`src/rtl/snitch_pkg.sv`:
```
// Accelerator request/response types shared by the FP subsystem arbiter.
// The id field holds {port index, rd} and is sized for FpArbMaxPorts ports.
package snitch_pkg;

  localparam int FpArbMaxPorts = 8;
  localparam int AccRdWidth    = 5;
  localparam int AccIdWidth    = AccRdWidth + $clog2(FpArbMaxPorts);

  typedef struct packed {
    logic [31:0]           addr;
    logic [AccIdWidth-1:0] id;
    logic [31:0]           data_op;
    logic [63:0]           data_arga;
    logic [63:0]           data_argb;
    logic [63:0]           data_argc;
  } acc_req_t;

  typedef struct packed {
    logic [AccIdWidth-1:0] id;
    logic [63:0]           data;
    logic                  error;
  } acc_resp_t;

endpackage

```
`src/rtl/snitch_fp_rr_arb.sv`:
```
// Combinational round-robin pick: first eligible port at or after ptr_i, wrapping.
module snitch_fp_rr_arb #(
  parameter  int NrPorts  = 4,
  localparam int IdxWidth = $clog2(NrPorts)
) (
  input  logic [NrPorts-1:0]  eligible_i,
  input  logic [IdxWidth-1:0] ptr_i,
  output logic [NrPorts-1:0]  gnt_o,
  output logic [IdxWidth-1:0] idx_o,
  output logic                valid_o
);

  always_comb begin
    int j;
    valid_o = 1'b0;
    idx_o   = '0;
    j       = 0;
    for (int i = 0; i < NrPorts; i++) begin
      j = int'(ptr_i) + i;
      if (j >= NrPorts) j = j - NrPorts;
      if (!valid_o && eligible_i[j]) begin
        valid_o = 1'b1;
        idx_o   = IdxWidth'(j);
      end
    end
    gnt_o = valid_o ? (NrPorts'(1) << idx_o) : '0;
  end

endmodule

```
`src/rtl/snitch_fp_ss_arbiter.sv`:
```
// Shares one FP subsystem between NrPorts cores: round-robin requests, credit-limited,
// responses routed by the port index in the upper id bits.
// Optional SNITCH_FP_ARB_PERF_EN adds per-port grant/stall counters.
module snitch_fp_ss_arbiter
  import snitch_pkg::*;
#(
  parameter  int NrPorts        = 4,
  parameter  int RdWidth        = 5,
  parameter  int MaxOutstanding = 4,
  localparam int IdxWidth       = $clog2(NrPorts)
) (
  input  logic                        clk_i,
  input  logic                        rst_i,
  input  acc_req_t  [NrPorts-1:0]     core_req_i,
  input  logic      [NrPorts-1:0]     core_req_valid_i,
  output logic      [NrPorts-1:0]     core_req_ready_o,
  output acc_resp_t [NrPorts-1:0]     core_resp_o,
  output logic      [NrPorts-1:0]     core_resp_valid_o,
  input  logic      [NrPorts-1:0]     core_resp_ready_i,
  output acc_req_t                    fpss_req_o,
  output logic                        fpss_req_valid_o,
  input  logic                        fpss_req_ready_i,
  input  acc_resp_t                   fpss_resp_i,
  input  logic                        fpss_resp_valid_i,
  output logic                        fpss_resp_ready_o,
  output logic      [NrPorts-1:0]     busy_o
`ifdef SNITCH_FP_ARB_PERF_EN
  ,
  output logic      [NrPorts-1:0][31:0] grant_cnt_o,
  output logic      [NrPorts-1:0][31:0] stall_cnt_o
`endif
);

  localparam int UpWidth = AccIdWidth - RdWidth;

  logic [NrPorts-1:0][3:0]  r_cnt;
  logic [IdxWidth-1:0]      r_ptr;
  logic [NrPorts-1:0]       w_elig, w_gnt, w_req_hs, w_resp_hs;
  logic [IdxWidth-1:0]      w_gidx;
  logic                     w_gvld;
  logic [UpWidth-1:0]       w_ridx;
  logic [IdxWidth-1:0]      w_rport;
  logic                     w_route;

  always_comb begin
    for (int p = 0; p < NrPorts; p++)
      w_elig[p] = !rst_i && core_req_valid_i[p] && (r_cnt[p] < 4'(MaxOutstanding));
  end

  snitch_fp_rr_arb #(.NrPorts(NrPorts)) i_rr_arb (
    .eligible_i (w_elig),
    .ptr_i      (r_ptr),
    .gnt_o      (w_gnt),
    .idx_o      (w_gidx),
    .valid_o    (w_gvld)
  );

  assign fpss_req_valid_o = w_gvld;
  assign core_req_ready_o = w_gnt & {NrPorts{fpss_req_ready_i}};
  assign w_req_hs         = core_req_ready_o;

  always_comb begin
    fpss_req_o                         = core_req_i[w_gidx];
    fpss_req_o.id                      = '0;
    fpss_req_o.id[RdWidth +: IdxWidth] = w_gidx;
    fpss_req_o.id[RdWidth-1:0]         = core_req_i[w_gidx].id[RdWidth-1:0];
  end

  // An index outside the port range or a port with no credit out is a stray response:
  // it is accepted and swallowed so the subsystem never blocks on it.
  assign w_ridx  = fpss_resp_i.id[AccIdWidth-1:RdWidth];
  assign w_rport = IdxWidth'(w_ridx);
  assign w_route = !rst_i && (int'(w_ridx) < NrPorts) && (r_cnt[w_rport] != 4'd0);

  assign fpss_resp_ready_o = rst_i ? 1'b0 : (w_route ? core_resp_ready_i[w_rport] : 1'b1);

  always_comb begin
    for (int p = 0; p < NrPorts; p++) begin
      core_resp_o[p]       = fpss_resp_i;
      core_resp_o[p].id    = AccIdWidth'(fpss_resp_i.id[RdWidth-1:0]);
      core_resp_valid_o[p] = fpss_resp_valid_i && w_route && (w_rport == IdxWidth'(p));
      busy_o[p]            = !rst_i && (r_cnt[p] != 4'd0);
    end
  end

  assign w_resp_hs = core_resp_valid_o & core_resp_ready_i;

  always_ff @(posedge clk_i) begin
    if (rst_i) begin
      r_cnt <= '0;
      r_ptr <= '0;
    end else begin
      for (int p = 0; p < NrPorts; p++) begin
        if (w_req_hs[p] && !w_resp_hs[p])      r_cnt[p] <= r_cnt[p] + 4'd1;
        else if (!w_req_hs[p] && w_resp_hs[p]) r_cnt[p] <= r_cnt[p] - 4'd1;
      end
      if (|w_req_hs)
        r_ptr <= (int'(w_gidx) == NrPorts-1) ? '0 : w_gidx + IdxWidth'(1);
    end
  end

`ifndef SYNTHESIS
  always_ff @(posedge clk_i) begin
    if (!rst_i && fpss_resp_valid_i)
      assert (w_route) else $warning("snitch_fp_ss_arbiter: stray response id %0h dropped", fpss_resp_i.id);
  end
`endif

`ifdef SNITCH_FP_ARB_PERF_EN
  logic [NrPorts-1:0][31:0] r_grant_cnt, r_stall_cnt;

  always_ff @(posedge clk_i) begin
    if (rst_i) begin
      r_grant_cnt <= '0;
      r_stall_cnt <= '0;
    end else begin
      for (int p = 0; p < NrPorts; p++) begin
        if (w_req_hs[p])                        r_grant_cnt[p] <= r_grant_cnt[p] + 32'd1;
        if (core_req_valid_i[p] && !w_gnt[p])   r_stall_cnt[p] <= r_stall_cnt[p] + 32'd1;
      end
    end
  end

  assign grant_cnt_o = r_grant_cnt;
  assign stall_cnt_o = r_stall_cnt;
`endif

endmodule

```
`config.mk`:
```
export PLATFORM = sky130hd
export DESIGN_NAME = snitch_fp_ss_arbiter
export DESIGN_NICKNAME = d
export VERILOG_FILES = /design/src/rtl/snitch_pkg.sv /design/src/rtl/snitch_fp_rr_arb.sv /design/src/rtl/snitch_fp_ss_arbiter.sv
export SDC_FILE = /design/constraint.sdc
export NUM_CORES = 1
export LEC_CHECK = 0
export CORE_AREA = 2 2 659 661
export DETAILED_ROUTE_END_ITERATION = 12
export DIE_AREA = 0 0 661 663
export PLACE_DENSITY = 0.3
export SETUP_SLACK_MARGIN = 0.3
export SYNTH_ARGS = -nofsm -noshare
export SYNTH_HDL_FRONTEND = slang
export SYNTH_SLANG_ARGS = --single-unit
```
`constraint.sdc`:
```
create_clock -name clk_i -period 6.3 [get_ports clk_i]
set_input_delay 1.89 -clock clk_i [delete_from_list [all_inputs] [get_ports clk_i]]
set_output_delay 1.89 -clock clk_i [all_outputs]
set_load 0.005 [all_outputs]
```
==> results.tsv <==
stage	metric	value	unit
global_routing	grt_usage	13.1	%
power	switching_share	46.0	%
die	boundaryPins	1711	
yosys	avgSynthCellArea	9.15	µm²
sta	layout_setup_ws	-0.0731	ns
power	vdd_ir_drop_max	0.0755	mV
place	dpl.hpwl	284000	µm
yosys	ys_warn_count	0	
cts	root_buffer	clkbuf_16	
die	die_x	661	µm
cells_and_area	area_delta_synth_final	254	%
cts	cts_inserted_buffers	3	
power	p_int	5810	µW
sta	fin_crit_sh	101	%
yosys	synth-edff-count	0	
setup_path	rr_worst_depth	21	
cts	path_clk_slew	0.05	ns
setup_path	rrSetupSlack	2.07	ns
yosys	ys_top_cells_by_count	mux2i_1 (788), buf_4 (327), buf_2 (38)	
setup_path	worstReg2RegEnd	r_cnt[15]$_SDFFE_PP0P_	
cells_and_area	multi_input_area	13700	µm²
run_status	violations	negative setup slack	
routing	drt_pass1_iterations	5	
yosys	synth_area_leaders	mux2i_1 (65%), buf_4 (20%), dfxtp_1 (3.0%)	
power	switching_power	4950	µW
routing	vias	17800	
run_status	status	complete, but fails checks	
yosys	netlist_area	12100	µm²
yosys	synth-seq-cells	18	
cts	clock_sinks	18	
cells_and_area	nets	3892	
setup_path	arrival	4.48	ns
yosys	synth_top_area_share	65.4	%
sta	max_freq	157	MHz
min_path	hold-path-cell-count	2	
die	fp.dieH	663	µm
die	start_util	2.79	%
routing	route.detailed.drc	0	
power	p_leak	0.0148	µW
power	combPwrFrac	97.4	%
global_routing	grt_pass1_vias	17900	
routing	wl	303000	µm
routing	detail_route.iter0.violations	746	
setup_path	critical_path.startpoint	core_req_valid_i[3]	
global_routing	antenna_found_initial	257	
cts	clockBufferDepth	2	
place	io_buffers	1335	
yosys	ys_async_sr_fraction	0	%
global_routing	grt.overflow.total	0	
routing	ant_nets	0	
setup_path	start_kind	input port	
sta	finalSetupViolations	44	
sta	rsz0062_at_grt	yes	
place	place_congestion	0.846	
setup_path	crit_type	input port to primary output	
cells_and_area	layout.area.seq	360	µm²
sta	period_needed	6.37	ns
place	place_ws	-1.31	ns
cts	cts_tree	yes	
sta	hold_viol	0	
power	clock_power_share	1.2	%
global_routing	grt_pass1_wl	338000	µm
setup_path	required	4.41	ns
min_path	hold_class	flip-flop to flip-flop	
setup_path	worstPathMaxFanout	8	
die	core	432000	µm²
sta	holdWs	0.527	ns
die	num_rows	242	
global_routing	grt_max_degree	23	
power	power.density	252	nW/µm²
yosys	syn-instance-count	1318	
yosys	synthFlopType	dfxtp_1	
die	die-area	438000	µm²
cts	htreeDepth	1	
yosys	ys_seq_area_share	2.99	%
min_path	holdPathEnd	r_cnt[11]$_SDFFE_PP0P_	
yosys	synth.distinct_cells	39	
cells_and_area	fillers	49500	
setup_path	end_kind	primary output	
min_path	min-delay-start	r_cnt[11]$_SDFFE_PP0P_	
job	drv_cap	0	
yosys	synth_top_cell_by_area	mux2i_1	
routing	routed_via_density	2.10	
setup_path	reg2reg_from	r_cnt[10]$_SDFFE_PP0P_	
sta	final_max_slew_viol_count	0	
cts	clk_latency	0.25	ns
sta	fin_skew	0.00295	ns
routing	wl_per_cell	35.7	µm
power	seq_power_share	1.5	%
cells_and_area	drive_gt1_share	45.0	%
yosys	synth_most_common_cell	mux2i_1	
## flip-flops by register name (all words and copies together), names as in the netlist
signal  flops
r_cnt      16
r_ptr       2
## timing repair
action                                  4_1_cts  5_1_grt
hold buffers                                  0        0
gates cloned                                 10       20
pin swaps                                     8        8
buffers inserted                             75       79
endpoints found under the setup margin      271      270
gates resized for setup                     600      658
## power groups by stage
stage	sequential (µW)	clock [µW]	combinational (µW)
floorplan	150	0	2070
global route	160	135	11100
finish	157	127	10500
CTS	156	131	9350
detailed placement	157	0	8070
global placement	155	0	8090
## cells by family after synthesis
family	after synthesis	synth area share, %
other cells	1	0.0311
fa+ha+maj	17	2.01
buf+inv	395	24.0
mux	790	65.8
compound gates	30	1.60
simple gates	55	2.73
xor+xnor	12	0.872
flops	18	2.99
## how the worst max path moves through the flow
stage,to,slack [ns],depth (start not counted)
2_1_floorplan,core_req_ready_o[3],0.72,9
3_3_place_gp,fpss_req_o[193],-1.28,11
3_5_place_dp,fpss_req_o[193],-1.31,11
4_1_cts,fpss_req_o[207],-0.15,12
5_1_grt,fpss_req_o[207],-0.11,12
6_report,fpss_req_o[164],-0.07,12
## final cells by class
| type | instances | share of cell area [%] |
|---|---|---|
| Timing Repair Buffer | 1783 | 49.8 |
| Multi-Input combinational cell | 917 | 32.1 |
| Tap cell | 5734 | 16.8 |
| Sequential cell | 18 | 0.844 |
| Clock buffer | 3 | 0.176 |
| Inverter | 11 | 0.158 |
| Antenna cell | 22 | 0.129 |
## layout by cell type (no fill, tap or decap), drive strengths merged, types with 5 or more instances in the layout
cell	n
a21o	5
xnor2	8
diode	22
mux2i	788
ha	13
conb	13
clkdlybuf4s50	1063
a21oi	14
nor2	21
inv	10
nand2	5
buf	696
dfxtp	18
clkbuf	23
## worst max-delay path, cell delays in order
cell,delay (ns)
dlygate4sd2_1,0.31
nor4b_4,0.32
o221ai_2,0.16
a21o_4,0.25
buf_16,0.17
buf_16,0.26
buf_12,0.15
buf_6,0.11
mux2i_4,0.20
buf_6,0.15
mux2i_4,0.21
buf_12,0.16
## layer usage
metal / part of all wire, % / wire length, µm / global-route usage [%] / up-vias
li1: - / - / - / 7395
met2: 48 / 144000 / 22.7 / 1506
met1: 28 / 86100 / 10.8 / 8199
met5: 0.45 / 1370 / 0.461 / -
met3: 21 / 64900 / 13.0 / 567
met4: 2.0 / 6210 / 1.43 / 166
## through the flow
step,utilization (%),instances,TNS (ns),area [µm²],total power [µW]
after global placement,7.93,8279,-160.54,34300,8240
after detailed placement,7.93,8279,-169.39,34300,8230
after CTS,8.78,8367,-6.65,37900,9640
final,9.88,8488,-1.00,42700,10800
after global routing,9.87,8473,-2.38,42700,11400
after floorplan,-,1330,0,12100,2220
(Power assumes the default switching activity.)
